**src/rtl/sprite_anchor_issuer_pkg.sv**
```systemverilog
// Shared types and constants for the sprite anchor issuer: frame geometry,
// field widths, handshake FSM encoding and the buffered update payload.
package sprite_anchor_issuer_pkg;

  localparam int unsigned FRAME_W        = 640;
  localparam int unsigned FRAME_H        = 480;
  localparam int unsigned MAX_ANCORA_DEF = FRAME_W * FRAME_H - 1;

  localparam int unsigned SP_W    = 5;
  localparam int unsigned ANC_W   = 19;
  localparam int unsigned COUNT_W = 6;

  typedef enum logic [1:0] {
    IDLE      = 2'd0,
    ISSUE     = 2'd1,
    WAIT_BUSY = 2'd2,
    WAIT_DONE = 2'd3
  } state_e;

  typedef struct packed {
    logic [SP_W-1:0]  sp_num;
    logic [ANC_W-1:0] ancora;
  } anchor_entry_t;

endpackage

```
**src/rtl/sprite_anchor_issuer_fifo.sv**
```systemverilog
// anchor_fifo: circular buffer of pending {sp_num, ancora} updates with
// registered occupancy and full flag; pushes while full are ignored.
module anchor_fifo
  import sprite_anchor_issuer_pkg::*;
#(
  parameter int unsigned DEPTH = 8
) (
  input  logic               clk,
  input  logic               rst_n,
  input  logic               push,
  input  logic               pop,
  input  anchor_entry_t      din,
  output anchor_entry_t      dout,
  output logic               full,
  output logic               empty,
  output logic [COUNT_W-1:0] count
);

  localparam int unsigned PTR_W = (DEPTH > 1) ? $clog2(DEPTH) : 1;

  anchor_entry_t      mem [DEPTH];
  logic [PTR_W-1:0]   wr_ptr;
  logic [PTR_W-1:0]   rd_ptr;
  logic [COUNT_W-1:0] count_d;
  logic               do_push;
  logic               do_pop;

  assign do_push = push && !full;
  assign do_pop  = pop && !empty;
  assign empty   = (count == '0);
  assign dout    = mem[rd_ptr];

  always_comb begin
    count_d = count;
    case ({do_push, do_pop})
      2'b10:   count_d = count + COUNT_W'(1);
      2'b01:   count_d = count - COUNT_W'(1);
      default: count_d = count;
    endcase
  end

  // Storage carries no reset; only pointers and occupancy define validity.
  always_ff @(posedge clk) begin
    if (do_push) mem[wr_ptr] <= din;
  end

  // Power-of-two depth lets the pointers wrap by plain overflow.
  always_ff @(posedge clk or negedge rst_n) begin
    if (!rst_n) begin
      wr_ptr <= '0;
      rd_ptr <= '0;
      count  <= '0;
      full   <= 1'b0;
    end else begin
      if (do_push) wr_ptr <= wr_ptr + PTR_W'(1);
      if (do_pop)  rd_ptr <= rd_ptr + PTR_W'(1);
      count <= count_d;
      full  <= (count_d == COUNT_W'(DEPTH));
    end
  end

endmodule

```
**src/rtl/sprite_anchor_issuer.sv**
```systemverilog
// Buffers processor anchor updates and issues them one at a time to the
// spriter through a change_rq / ready (busy-then-idle) handshake.
module sprite_anchor_issuer
  import sprite_anchor_issuer_pkg::*;
#(
  parameter int unsigned FIFO_DEPTH  = 8,
  parameter int unsigned ACK_TIMEOUT = 255,
  parameter int unsigned MAX_ANCORA  = MAX_ANCORA_DEF
) (
  input  logic               clk_75,
  input  logic               n_reset,
  input  logic               wr_en,
  input  logic [SP_W-1:0]    wr_sp_num,
  input  logic [ANC_W-1:0]   wr_ancora,
  output logic               wr_full,
  output logic [COUNT_W-1:0] fifo_count,
  output logic               change_rq,
  output logic [SP_W-1:0]    sp_num,
  output logic [ANC_W-1:0]   ancora_in,
  input  logic               ready,
  output logic               commit,
  output logic               err_range,
  output logic               err_timeout
);

  localparam int unsigned CNT_W = (ACK_TIMEOUT > 1) ? $clog2(ACK_TIMEOUT + 1) : 1;

  state_e           state_q;
  state_e           state_d;
  logic [CNT_W-1:0] cnt_q;
  logic [CNT_W-1:0] cnt_d;
  logic             pop_c;
  logic             commit_d;
  logic             err_timeout_d;
  logic             timeout_c;
  logic             in_range_c;
  logic             fifo_empty;
  anchor_entry_t    head;
  anchor_entry_t    wr_entry;

  assign in_range_c = (32'(wr_ancora) <= MAX_ANCORA);
  assign wr_entry   = '{sp_num: wr_sp_num, ancora: wr_ancora};

  anchor_fifo #(.DEPTH(FIFO_DEPTH)) u_fifo (
    .clk   (clk_75),
    .rst_n (n_reset),
    .push  (wr_en && in_range_c),
    .pop   (pop_c),
    .din   (wr_entry),
    .dout  (head),
    .full  (wr_full),
    .empty (fifo_empty),
    .count (fifo_count)
  );

  // Next-state: the wait counter only runs while parked in a wait state.
  always_comb begin
    state_d       = state_q;
    cnt_d         = '0;
    pop_c         = 1'b0;
    commit_d      = 1'b0;
    err_timeout_d = 1'b0;
    timeout_c     = (cnt_q == CNT_W'(ACK_TIMEOUT - 1));
    case (state_q)
      IDLE: begin
        if (!fifo_empty && ready) begin
          pop_c   = 1'b1;
          state_d = ISSUE;
        end
      end
      ISSUE: state_d = WAIT_BUSY;
      WAIT_BUSY: begin
        if (!ready) begin
          state_d = WAIT_DONE;
        end else if (timeout_c) begin
          state_d       = IDLE;
          err_timeout_d = 1'b1;
        end else begin
          cnt_d = cnt_q + CNT_W'(1);
        end
      end
      WAIT_DONE: begin
        if (ready) begin
          state_d  = IDLE;
          commit_d = 1'b1;
        end else if (timeout_c) begin
          state_d       = IDLE;
          err_timeout_d = 1'b1;
        end else begin
          cnt_d = cnt_q + CNT_W'(1);
        end
      end
      default: state_d = IDLE;
    endcase
  end

  // Payload is captured at pop and held until the next pop.
  always_ff @(posedge clk_75 or negedge n_reset) begin
    if (!n_reset) begin
      state_q     <= IDLE;
      cnt_q       <= '0;
      change_rq   <= 1'b0;
      commit      <= 1'b0;
      err_range   <= 1'b0;
      err_timeout <= 1'b0;
      sp_num      <= '0;
      ancora_in   <= '0;
    end else begin
      state_q     <= state_d;
      cnt_q       <= cnt_d;
      change_rq   <= (state_d == ISSUE);
      commit      <= commit_d;
      err_range   <= wr_en && !in_range_c;
      err_timeout <= err_timeout_d;
      if (pop_c) begin
        sp_num    <= head.sp_num;
        ancora_in <= head.ancora;
      end
    end
  end

endmodule

```
**config.mk**
```make
export PLATFORM = sky130hd
export DESIGN_NAME = sprite_anchor_issuer
export DESIGN_NICKNAME = d
export VERILOG_FILES = /design/src/rtl/sprite_anchor_issuer_pkg.sv /design/src/rtl/sprite_anchor_issuer_fifo.sv /design/src/rtl/sprite_anchor_issuer.sv
export SDC_FILE = /design/constraint.sdc
export NUM_CORES = 1
export LEC_CHECK = 0
export BUFFER_PORTS_ARGS = -buffer_cell sky130_fd_sc_hd__buf_2
export CAP_MARGIN = 20
export CORE_UTILIZATION = 55
export DETAILED_ROUTE_END_ITERATION = 8
export GPL_TIMING_DRIVEN = 1
export PLACE_DENSITY = 0.73
export REMOVE_ABC_BUFFERS = 1
export SETUP_SLACK_MARGIN = 0.05
export SLEW_MARGIN = 30
export SYNTH_ARGS = -nofsm -noshare
export SYNTH_HDL_FRONTEND = slang
export SYNTH_HIERARCHICAL = 1
export SYNTH_SLANG_ARGS = --single-unit
```
**constraint.sdc**
```tcl
create_clock -name clk_75 -period 4 [get_ports clk_75]
set_clock_uncertainty 0.15 [all_clocks]
set_input_delay 0.4 -clock clk_75 [delete_from_list [all_inputs] [get_ports clk_75]]
set_output_delay 0.4 -clock clk_75 [all_outputs]
set_load 0.01 [all_outputs]
```
==> results.json <==
{
  "cts-root-buf": "sky130_fd_sc_hd__clkbuf_16",
  "tritoncts_buffer_count": 25,
  "gp_routability_congestion": 0.8067,
  "dpl.hpwl_um": 10570,
  "worst-slew-pin-transition_ns": 0.8074,
  "drt.antenna.violating_nets": 0,
  "fin_nets": 613,
  "syn_avg_cell_area_um2": 20.26,
  "cts-resized-gates": 0,
  "remaining_drc_errors": 0,
  "min_delay_worst_endpoint": "u_fifo/mem[2][0]$_DFFE_PP_",
  "most-common-layout-cells": "sky130_fd_sc_hd__edfxtp_1 (192), sky130_fd_sc_hd__buf_2 (62), sky130_fd_sc_hd__dfrtp_1 (49)",
  "holdPathStages": 1,
  "setup_viol": 0,
  "worstSetupStartpointType": "flop",
  "track_usage": 0.2104,
  "grt_pass1_vias": 5049,
  "synth.ff_latch_count": 243,
  "clock_latency_ns": 0.51,
  "setup.worst_path.class": "reg2reg",
  "area_growth_pct": 16.16,
  "rr_startpoint": "u_fifo/count[2]$_DFF_PN0_",
  "grt_antenna_before_repair": 1,
  "post_synth_instance_area_um2": 9704,
  "p_leak_nw": 4.041,
  "final_common_cell": "sky130_fd_sc_hd__edfxtp_1",
  "final_instance_count_without_filler_cells": 819,
  "synth_edf_count": 192,
  "floorplan.rows": 48,
  "drt_first_iter_violations": 384,
  "finalPower_mw": 7.903,
  "post-route-period-util": 0.8496,
  "worstHoldPathType": "in2reg",
  "route.detailed.vias_per_inst": 5.899,
  "path_max_fanout": 8,
  "fin_worst_hold_slack_ns": 0.01271,
  "pwr_per_cell_area_nw_per_um2": 701.1,
  "post-synth-top-area-cell": "sky130_fd_sc_hd__edfxtp_1",
  "status": "completed",
  "cts.reportedPaths.clkPinSlew_ns": 0.06,
  "cp.arrival_ns": 3.66,
  "post_synth_inst_count": 479,
  "via_count": 4831,
  "cts_tree": "yes",
  "final_hold_viol_count": 0,
  "post-place-cells": 765,
  "drt-wirelength-per-cell_um": 22.12,
  "total_die_area_um2": 18180,
  "worstHoldStart": "wr_ancora[0]",
  "finalWirelength_um": 18120,
  "drt_first_pass_iters": 4,
  "die_w_um": 134.8,
  "grt_max_degree": 34,
  "cts_num_sinks": 243,
  "yosys.area.top_type_share": 0.5941,
  "cap_viol_max_count": 0,
  "post-place-ws_ns": 0.4184,
  "netlist_top_cells_area": "sky130_fd_sc_hd__edfxtp_1 (59%), sky130_fd_sc_hd__dfrtp_1 (13%), sky130_fd_sc_hd__mux4_2 (10%)",
  "cts_max_path_buffers": 3,
  "crit-reg2reg-capture": "u_fifo/full$_DFF_PN0_",
  "cp_data_required_time_ns": 4.26,
  "period_minus_slack_ns": 3.398,
  "asyncSetResetFlopFracSynth": 0.2099,
  "slew_viol_final": 0,
  "rsz0062_at_grt": "false",
  "endpoint_kind": "flop",
  "ys_seq_area_frac": 0.7256,
  "synth.yosys.warnings": 6,
  "reg2regPathDepth": 12,
  "synth_cell_type_count": 53,
  "reg2reg_slack_ns": 0.60,
  "die_height_um": 134.8,
  "dominantRegCellSynth": "sky130_fd_sc_hd__edfxtp_1",
  "slew_headroom": 0.4618,
  "initial_core_util": 0.5630,
  "fin_ws_ns": 0.6015,
  "buffer_ports.inserted": 62,
  "timing.setup.tns_ns": 0,
  "cts-htree-levels": 1,
  "first_pass_grt_wire_length_um": 28370,
  "highest_attainable_clock_frequency_mhz": 294.2,
  "number_of_buffers_inserted_by_post_cts_setup_repair": 0,
  "core_area_um2": 17240,
  "max-vdd-ir-drop_v": 0.0007073,
  "grt_ovf": 0,
  "ratio_of_cells_with_drive_above_1_in_the_final_layout": 0.3761,
  "layout.filler_cells": 1128,
  "ioPinCount": 63
}
power breakdown:
| part | switching [mW] | internal [mW] | total [mW] |
|---|---|---|---|
| registers | 0.314 | 3.14 | 3.45 |
| clock network | 0.910 | 1.42 | 2.33 |
| logic | 0.960 | 1.16 | 2.12 |
state kept, by name, indices dropped and copies added, names as in the netlist:
register	count
err_timeout	1
u_fifo/rd_ptr	3
commit	1
u_fifo/full	1
ancora_in	19
u_fifo/mem	192
change_rq	1
sp_num	5
cnt_q	8
state_q	2
err_range	1
u_fifo/count	6
u_fifo/wr_ptr	3
synth_stat cells (4+ instances only):
library cell	count
sky130_fd_sc_hd__edfxtp_1	192
sky130_fd_sc_hd__dfrtp_1	51
sky130_fd_sc_hd__mux4_2	44
sky130_fd_sc_hd__mux2_2	32
sky130_fd_sc_hd__mux2_4	18
sky130_fd_sc_hd__nor2_1	12
sky130_fd_sc_hd__nand2_1	11
sky130_fd_sc_hd__ha_1	9
sky130_fd_sc_hd__inv_1	9
sky130_fd_sc_hd__buf_2	6
sky130_fd_sc_hd__clkbuf_1	6
sky130_fd_sc_hd__o21ai_0	6
sky130_fd_sc_hd__xor2_1	6
sky130_fd_sc_hd__a21oi_1	5
sky130_fd_sc_hd__mux4_1	4
sky130_fd_sc_hd__nand2b_1	4
sky130_fd_sc_hd__nand3_1	4
sky130_fd_sc_hd__nor2b_1	4
sky130_fd_sc_hd__nor3_1	4
sky130_fd_sc_hd__xnor2_1	4
routing by layer:
layer / track usage / routed length, um
met1: 0.2932 / 7316
met2: 0.3494 / 9198
met3: 0.03078 / 1199
met4: 0.06117 / 405
met5: 0 / 0
through the flow:
| stage | util | cell area [um2] |
|---|---|---|
| final | 0.6540 | 11270 |
| after floorplan | - | 9570 |
| after global routing | 0.6540 | 11270 |
| after CTS | 0.6538 | 11270 |
| after detailed placement | 0.6012 | 10360 |
| after global placement | 0.6012 | 10360 |
timing repair:
item / 4_1_cts / 5_1_grt
setup endpoints to repair: 0 / 0
endpoints found under the hold margin: 62 / 0
hold buffers: 8 / 0
how the worst max path moves through the flow:
stage,slack [ns],start,to
final,0.60,u_fifo/count[2]$_DFF_PN0_,u_fifo/full$_DFF_PN0_
after global routing,0.47,u_fifo/count[2]$_DFF_PN0_,u_fifo/full$_DFF_PN0_
after CTS,0.66,u_fifo/count[2]$_DFF_PN0_,u_fifo/full$_DFF_PN0_
after detailed placement,0.42,wr_ancora[13],u_fifo/full$_DFF_PN0_
after global placement,0.52,wr_ancora[13],u_fifo/full$_DFF_PN0_
after floorplan,0.26,wr_ancora[13],u_fifo/mem[0][0]$_DFFE_PP_
cell families (layout without fill, tap and decap cells):
family          count (synthesis)  count (layout)  synth area share
fa+ha+maj                      10              10           0.01367
compound gates                 31              31           0.02166
flops                         243             243            0.7256
xor+xnor                       10              10          0.009025
mux                            99              99            0.1790
simple gates                   57              57           0.03339
buf+inv                        29             143           0.01766
other cells                     0               1                 0
worst max-delay path: stages (launching register included):
cell	delay, ns
sky130_fd_sc_hd__dfrtp_1	0.42
sky130_fd_sc_hd__nor4_1	0.29
sky130_fd_sc_hd__nand3_1	0.15
sky130_fd_sc_hd__inv_1	0.14
sky130_fd_sc_hd__nor4_1	0.06
sky130_fd_sc_hd__and2_1	0.21
sky130_fd_sc_hd__ha_1	0.32
sky130_fd_sc_hd__ha_1	0.38
sky130_fd_sc_hd__nor2b_1	0.18
sky130_fd_sc_hd__o21a_1	0.20
sky130_fd_sc_hd__or3_1	0.32
sky130_fd_sc_hd__a31o_1	0.24
sky130_fd_sc_hd__nor4bb_1	0.25
layout make-up:
class,count,area (um2),area share
inverter,10,37.54,0.003330
tap,225,281.5,0.02497
timing repair buffer,88,563.0,0.04995
clock inverter,15,172.7,0.01532
antenna,1,2.502,0.0002220
clock buffer,30,654.4,0.05805
sequential,243,7044,0.6249
multi-input combinational,207,2516,0.2232
(Power assumes the default switching activity.)
